**config.mk**
```make
export PLATFORM = sky130hd
export DESIGN_NAME = prio_encoder_seq
export DESIGN_NICKNAME = d
export VERILOG_FILES = /design/src/rtl/prio_enc_pkg.sv /design/src/rtl/prio_encoder_seq_pick.sv /design/src/rtl/prio_encoder_seq.sv
export SDC_FILE = /design/constraint.sdc
export NUM_CORES = 1
export LEC_CHECK = 0
export BUFFER_PORTS_ARGS = -buffer_cell sky130_fd_sc_hd__buf_2
export CORE_MARGIN = 2
export CORE_UTILIZATION = 40
export DETAILED_ROUTE_END_ITERATION = 7
export GPL_TIMING_DRIVEN = 0
export HOLD_SLACK_MARGIN = 0.08
export SLEW_MARGIN = 15
export SYNTH_ARGS = -nofsm -noshare
export SYNTH_HDL_FRONTEND = slang
export SYNTH_SLANG_ARGS = --single-unit
```
**constraint.sdc**
```tcl
create_clock -name clk -period 2.1 [get_ports clk]
set_input_delay 0.21 -clock clk [delete_from_list [all_inputs] [get_ports clk]]
set_output_delay 0.21 -clock clk [all_outputs]
set_load 0.03 [all_outputs]
```
**src/rtl/prio_enc_pkg.sv**
```systemverilog
// Shared types for the registered priority encoder: arbitration mode and handshake FSM states.
package prio_enc_pkg;

  typedef enum logic {
    MODE_FIXED = 1'b0,
    MODE_RR    = 1'b1
  } prio_mode_e;

  typedef enum logic {
    ST_IDLE = 1'b0,
    ST_HOLD = 1'b1
  } prio_state_e;

endpackage

```
**src/rtl/prio_encoder_seq_pick.sv**
```systemverilog
// Combinational N-wide priority picker: returns the highest or lowest set bit of an
// active-high request vector together with a found flag.
module prio_pick #(
  parameter int unsigned N = 8,
  parameter int unsigned W = $clog2(N)
) (
  input  logic [N-1:0] req,
  input  logic         pick_high,
  output logic [W-1:0] idx,
  output logic         found
);

  always_comb begin
    idx   = '0;
    found = 1'b0;
    if (pick_high) begin
      for (int unsigned i = 0; i < N; i++) begin
        if (req[i]) begin
          idx   = W'(i);
          found = 1'b1;
        end
      end
    end else begin
      for (int unsigned i = 0; i < N; i++) begin
        if (req[N-1-i]) begin
          idx   = W'(N-1-i);
          found = 1'b1;
        end
      end
    end
  end

endmodule

```
**src/rtl/prio_encoder_seq.sv**
```systemverilog
// Registered N-to-log2(N) priority encoder with active-low requests, fixed or round-robin
// arbitration and a valid/ready output. Define PRIO_ENC_CASCADE_EN for 74148-style cascade pins.
module prio_encoder_seq
  import prio_enc_pkg::*;
#(
  parameter int unsigned N = 8,
  parameter int unsigned W = $clog2(N)
) (
  input  logic         clk,
  input  logic         rst,
  input  logic [N-1:0] req_n,
  input  logic         mode,
  input  logic         out_ready,
`ifdef PRIO_ENC_CASCADE_EN
  input  logic         ei_n,
  output logic         eo_n,
  output logic         gs_n,
`endif
  output logic         out_valid,
  output logic [W-1:0] out_idx,
  output logic         any_req
);

  prio_state_e  state_q, state_d;
  logic         out_valid_q, out_valid_d;
  logic [W-1:0] out_idx_q, out_idx_d;
  logic [W-1:0] ptr_q, ptr_d;

  prio_mode_e   mode_e;
  logic [N-1:0] req;
  logic [N-1:0] req_masked;
  logic [W-1:0] fix_idx, rrm_idx, rrf_idx, pick;
  logic         fix_found, rrm_found, full_found_unused;
  logic         grant_en;

  assign mode_e = prio_mode_e'(mode);
  assign req    = ~req_n;

  prio_pick #(.N(N), .W(W)) u_pick_fixed (
    .req       (req),
    .pick_high (1'b1),
    .idx       (fix_idx),
    .found     (fix_found)
  );

  prio_pick #(.N(N), .W(W)) u_pick_rr_masked (
    .req       (req_masked),
    .pick_high (1'b0),
    .idx       (rrm_idx),
    .found     (rrm_found)
  );

  prio_pick #(.N(N), .W(W)) u_pick_rr_full (
    .req       (req),
    .pick_high (1'b0),
    .idx       (rrf_idx),
    .found     (full_found_unused)
  );

  assign any_req = fix_found;

`ifdef PRIO_ENC_CASCADE_EN
  assign grant_en = any_req & ~ei_n;
  assign eo_n     = ~(~ei_n & ~any_req);
  assign gs_n     = ~out_valid_q;
`else
  assign grant_en = any_req;
`endif

  // The round-robin mask uses the pointer as it will be after this edge's acceptance,
  // so back-to-back acceptances advance past the index just consumed.
  always_comb begin
    ptr_d = ptr_q;
    if (mode_e == MODE_RR && out_valid_q && out_ready) begin
      ptr_d = (out_idx_q == W'(N-1)) ? '0 : out_idx_q + W'(1);
    end
  end

  always_comb begin
    req_masked = '0;
    for (int unsigned i = 0; i < N; i++) begin
      req_masked[i] = req[i] && (W'(i) >= ptr_d);
    end
  end

  always_comb begin
    if (mode_e == MODE_RR) begin
      pick = rrm_found ? rrm_idx : rrf_idx;
    end else begin
      pick = fix_idx;
    end
  end

  always_comb begin
    state_d     = state_q;
    out_valid_d = out_valid_q;
    out_idx_d   = out_idx_q;
    if (state_q == ST_IDLE || out_ready) begin
      if (grant_en) begin
        out_idx_d   = pick;
        out_valid_d = 1'b1;
        state_d     = ST_HOLD;
      end else begin
        out_valid_d = 1'b0;
        state_d     = ST_IDLE;
      end
    end
  end

  always_ff @(posedge clk) begin
    if (rst) begin
      state_q     <= ST_IDLE;
      out_valid_q <= 1'b0;
      out_idx_q   <= '0;
      ptr_q       <= '0;
    end else begin
      state_q     <= state_d;
      out_valid_q <= out_valid_d;
      out_idx_q   <= out_idx_d;
      ptr_q       <= ptr_d;
    end
  end

  assign out_valid = out_valid_q;
  assign out_idx   = out_idx_q;

endmodule

```
## Word level (Yosys, flattened, before mapping)

Cells that the tools add are included.

- Reduce and logical (&&, ||, !) cells: 12
- $lt $le $gt $ge: 8
- Bitwise logic cells: 2
- Equal/unequal tests: 1
- Add/subtract/negate cells: 1
- Mux-type cells: 44

Operators with widths:

| operator | count |
|---|---|
| two-way mux 3 bit | 24 |
| two-way mux 1 bit | 18 |
| greater-or-equal comparator 3 bit, first input constant | 4 |
| logical AND 1 bit | 10 |
| inverter 8 bit | 1 |
| greater-or-equal comparator 1 x 3 -> 1 bit, first input constant | 2 |
| greater-or-equal comparator 2 x 3 -> 1 bit, first input constant | 2 |
| two-way mux 2 bit | 2 |
| adder 3 x 1 -> 3 bit, second input constant | 1 |
| equality test 3 bit, second input constant | 1 |
| AND reduction 2 bit | 1 |
| logical OR 1 bit | 1 |
| inverter 1 bit | 1 |

- Register bits: 7
- Logic and storage cells: 71
- Output and inout bits: 5
- Input port bits: 12

## Depth between registers and ports, before layout

- Depth in word-level cells: 15
- Gate-level depth with buffers: 8

## By module

A second synthesis with hierarchy kept.

- Cells, all modules: 136
- Area, all modules: 923.4 um2

By module, submodules not included:

| module | area each (um2) | times used | cells an instance |
|---|---|---|---|
| prio_encoder_seq | 533.0 | 1 | 70 |
| prio_pick | 130.1 | 3 | 22 |

## Least setup slack after synthesis

No wires, ideal clock.

- Path kind: register to register
- Start: register out_idx_q[0] (netlist: out_idx[0])
- End: register out_idx_q[2] (netlist: out_idx[2])
- Cell stages (with the launch flop): 9
- Slack: 0.024 ns
- Data arrival time: 1.987 ns
- Setup time: 0.088 ns
- Clock period less this slack: 2.076 ns
- Cells stage by stage: dfxtp_1 ha_1 ha_1 nor2_1 a211o_1 a31o_1 nor2b_4 a21o_1 a311oi_2

- Word-level cells in the longest chain between the ends: 15
- Elaborated cells on any way between the ends: 38
- Those cells by class: add/sub: 1; order compare: 8; eq/ne: 1; mux: 20; reduce/logical: 8

RTL lines:

| what | line | RTL |
|---|---|---|
| start: declaration | prio_encoder_seq.sv:26 | `logic [W-1:0] out_idx_q, out_idx_d;` |
| start signal: assignment | prio_encoder_seq.sv:119 | `out_idx_q <= out_idx_d;` |
| adder 3 x 1 -> 3 bit or equality test 3 bit (tied branches) | prio_encoder_seq.sv:75 | `ptr_d = (out_idx_q == W'(N-1)) ? '0 : out_idx_q + W'(1);` |
| two-way mux 3 bit * | prio_encoder_seq.sv:75 |  |
| two-way mux 3 bit * | prio_encoder_seq.sv:74 | `if (mode_e == MODE_RR && out_valid_q && out_ready) begin` |
| greater-or-equal comparator 3 bit | prio_encoder_seq.sv:82 | `req_masked[i] = req[i] && (W'(i) >= ptr_d);` |
| logical AND 1 bit | prio_encoder_seq.sv:82 |  |
| two-way mux 3 bit or two-way mux 1 bit (tied branches) (8 in a row) | prio_encoder_seq_pick.sv:25 | `if (req[N-1-i]) begin` |
| two-way mux 3 bit * | prio_encoder_seq.sv:88 | `pick = rrm_found ? rrm_idx : rrf_idx;` |
| two-way mux 3 bit * | prio_encoder_seq.sv:87 | `if (mode_e == MODE_RR) begin` |

Mark *: on every way between the ends. The rest lies on a longest branch, timed or not.
A chain may end at the register's enable or synchronous reset.

## Final worst setup path

Ends and elaborated chain as after synthesis.

==> impl_metrics.tcl <==
set metrics [dict create \
    status "complete, no violations" \
    internal_power_uw 285.4 \
    skew_ns 0.003903 \
    gp_congestion 0.8687 \
    drive_gt1_share_pct 26.05 \
    die_w_um 47.50 \
    ys_seq_area_share_pct 18.51 \
    r2r-end "out_idx[2]" \
    cts_made_buffers 3 \
    grtUsageTotal_pct 21.11 \
    critical_path_arrival_ns 2.13 \
    swShare_pct 35.96 \
    whs_ns 0.3136 \
    worst_pin_slew_ns 0.4473 \
    core-area_sq_um 1745 \
    post-dp-hpwl_um 1538 \
    antenna_cells 0 \
    cp-end-kind "flop" \
    criticalPathCategory "reg2reg" \
    clk_latency_ns 0.26 \
    routed_wl_um 1963 \
    wl_per_cell_um 13.63 \
    max_slew_margin_pct 70.12 \
    ys_async_sr_fraction_pct 0 \
    min_to "ptr_q[1]" \
    grt_pass1_vias 699 \
    synth_edf_count 0 \
    grt_pass1_wl_um 3229 \
    timing.final.crit_share_pct 93.25 \
    p_per_area_nw_per_um2 498.1 \
    ant_nets 0 \
    fin_util_pct 51.25 \
    slew_violations 0 \
    r2r_cells 8 \
    combPwrFrac_pct 36.7 \
    p_leak_uw 0.0003736 \
    clkTransAtPathRegs_ns 0.05 \
    synth_cell_types 43 \
    final_cell_mix "buf_2, nor2_1, inv_1" \
    hold_viol_final 0 \
    drt_first_pass_iters 4 \
    grt_remaining_overflow 0 \
    holdPathStages 2 \
    via_per_inst 5.701 \
    nets 134 \
    r2r-start "out_idx[0]" \
    grt_setup_unrepaired "false" \
    slowest_stage "dfxtp_2" \
    cp_num_cells 8 \
    grt_max_degree 10 \
    drc 0 \
    finalCriticalPeriod_ns 1.958 \
    synth_area_per_cell_sq_um 7.421 \
    min-delay-start "rst" \
    critPathMaxFanout 7 \
    drv_cap 0 \
    synthFlopType "dfxtp_1" \
    fp.dieH_um 47.50 \
    crit_family "compound AO/OA/AOI/OAI gates" \
    final-setup-viol-count 0 \
    clockBufferDepth 2 \
    required_ns 2.28 \
    dieArea_sq_um 2256 \
    hold_buffers 0 \
    path_cells "ha_1, ha_2, nor2_1, a211o_1, a31o_1, nor2b_4, a21o_1, a311oi_2" \
    clock-sinks 7 \
    ys_ff_latch 7 \
    p_switching_uw 160.2 \
    hold_path_class "in2reg" \
    cts-root-buf "clkbuf_4" \
    areaGrowthSynthToFinish_pct 18.18 \
    initial_core_util_pct 43.37 \
    power.share.sequential_pct 35.0 \
    path_buf_inv 0 \
    final_common_cell "buf_2" \
    critPathMaxStageDelay_ns 0.40 \
    synthCells 102 \
    antenna_found_initial 0 \
    port_buffers 13 \
    fp-row-count 15 \
    synthesis.area_sq_um 757.0 \
    ir_drop_v 0.0004099 \
    cts_tree "yes" \
    drt_iter0_drc 25 \
    syn_nets 116 \
    ys.warnings.count 0 \
    cts_max_level 1 \
    timing.fmax_mhz 510.6 \
    r2r_slack_ns 0.14 \
    route.vias.total 821 \
    start_kind "flop" \
    io_pins 17 \
    clock_power_share_pct 28.4 \
]
[final cells by class]
type | instances | area, sq um
Fill cell | 185 | 850.8
Multi-Input combinational cell | 81 | 563.0
Sequential cell | 7 | 141.4
Timing Repair Buffer | 13 | 65.06
Inverter | 10 | 37.54
Tap cell | 25 | 31.28
Buffer | 4 | 30.03
Clock buffer | 4 | 26.28
[power by group through the flow]
| stage | Clock [uW] | Sequential (uW) | Combinational, uW |
|---|---|---|---|
| after global placement | 0 | 158 | 157 |
| after detailed placement | 0 | 158 | 157 |
| after floorplan | 0 | 168 | 101 |
| final | 126 | 156 | 163 |
| after global routing | 143 | 157 | 180 |
| after CTS | 130 | 155 | 159 |
[synthesized netlist by cell type, types with 2 or more instances]
library cell | count | area (sq um)
inv_1 | 10 | 37.54
nor2_1 | 10 | 37.54
o21ai_0 | 9 | 45.04
dfxtp_1 | 7 | 140.1
nand2_1 | 6 | 22.52
a21oi_1 | 5 | 25.02
a21o_1 | 3 | 22.52
a31oi_1 | 3 | 18.77
and3_1 | 3 | 18.77
nand2b_1 | 3 | 18.77
nor2b_1 | 3 | 18.77
a311oi_1 | 2 | 17.52
buf_6 | 2 | 22.52
ha_1 | 2 | 25.02
mux2i_1 | 2 | 20.02
nand3_1 | 2 | 10.01
nand3b_1 | 2 | 15.01
nand4_1 | 2 | 12.51
o21ai_1 | 2 | 10.01
[per-layer routing]
layer | track usage [%] | routed length (um)
met1 | 28.22 | 889
met2 | 31.08 | 918
met3 | 7.170 | 148
met4 | 8.333 | 7
met5 | 0 | 0
[worst reg2reg max path: cells and delay by family, from the launching register on]
family                   cells  cell delay, ns
flip-flops                   1            0.40
AO/OA/AOI/OAI                4            0.89
AND/OR/NAND/NOR              2            0.21
adder cells (fa/ha/maj)      2            0.38
[how the worst max path moves through the flow]
stage                     from  slack [ns]          to
floorplan           out_idx[0]        0.02  out_idx[2]
global placement    out_idx[0]        0.01  out_idx[2]
detailed placement  out_idx[0]      -0.005  out_idx[2]
CTS                 out_idx[0]       0.004  out_idx[2]
global route        out_idx[0]        0.02  out_idx[2]
finish              out_idx[0]        0.14  out_idx[2]
[kinds of logic (layout without fill, tap and decap cells)]
kind of cell,count (synthesis),after routing,share of synthesized area (%)
AOI/OAI and AO/OA,39,39,36.70
and+or+nand+nor,36,36,26.45
buffers and inverters,14,31,8.925
DFF,7,7,18.51
muxes,4,4,6.115
adders and majority gates,2,2,3.305
[stage by stage]
stage | TNS (ns) | cells | cell area (sq um) | setup WS, ns | total power, uW
2_1_floorplan | 0 | 102 | 757.0 | 0.02443 | 268.7
3_3_place_gp | 0 | 140 | 853.3 | 0.01111 | 314.6
3_5_place_dp | -0.004832 | 140 | 853.3 | -0.004832 | 314.7
4_1_cts | 0 | 144 | 884.6 | 0.003817 | 444.1
5_1_grt | 0 | 144 | 894.6 | 0.02088 | 480.9
6_report | 0 | 144 | 894.6 | 0.1417 | 445.6
[repair_timing]
action	CTS	global route
endpoints found under the setup margin	1	2
gates resized for setup	1	3
buffers inserted	0	0
[state kept, by name, indices dropped and copies added (netlist names)]
signal and flops:
ptr_q 3, out_idx 3, out_valid 1
No activity file was read; power rests on OpenSTA's default activity.
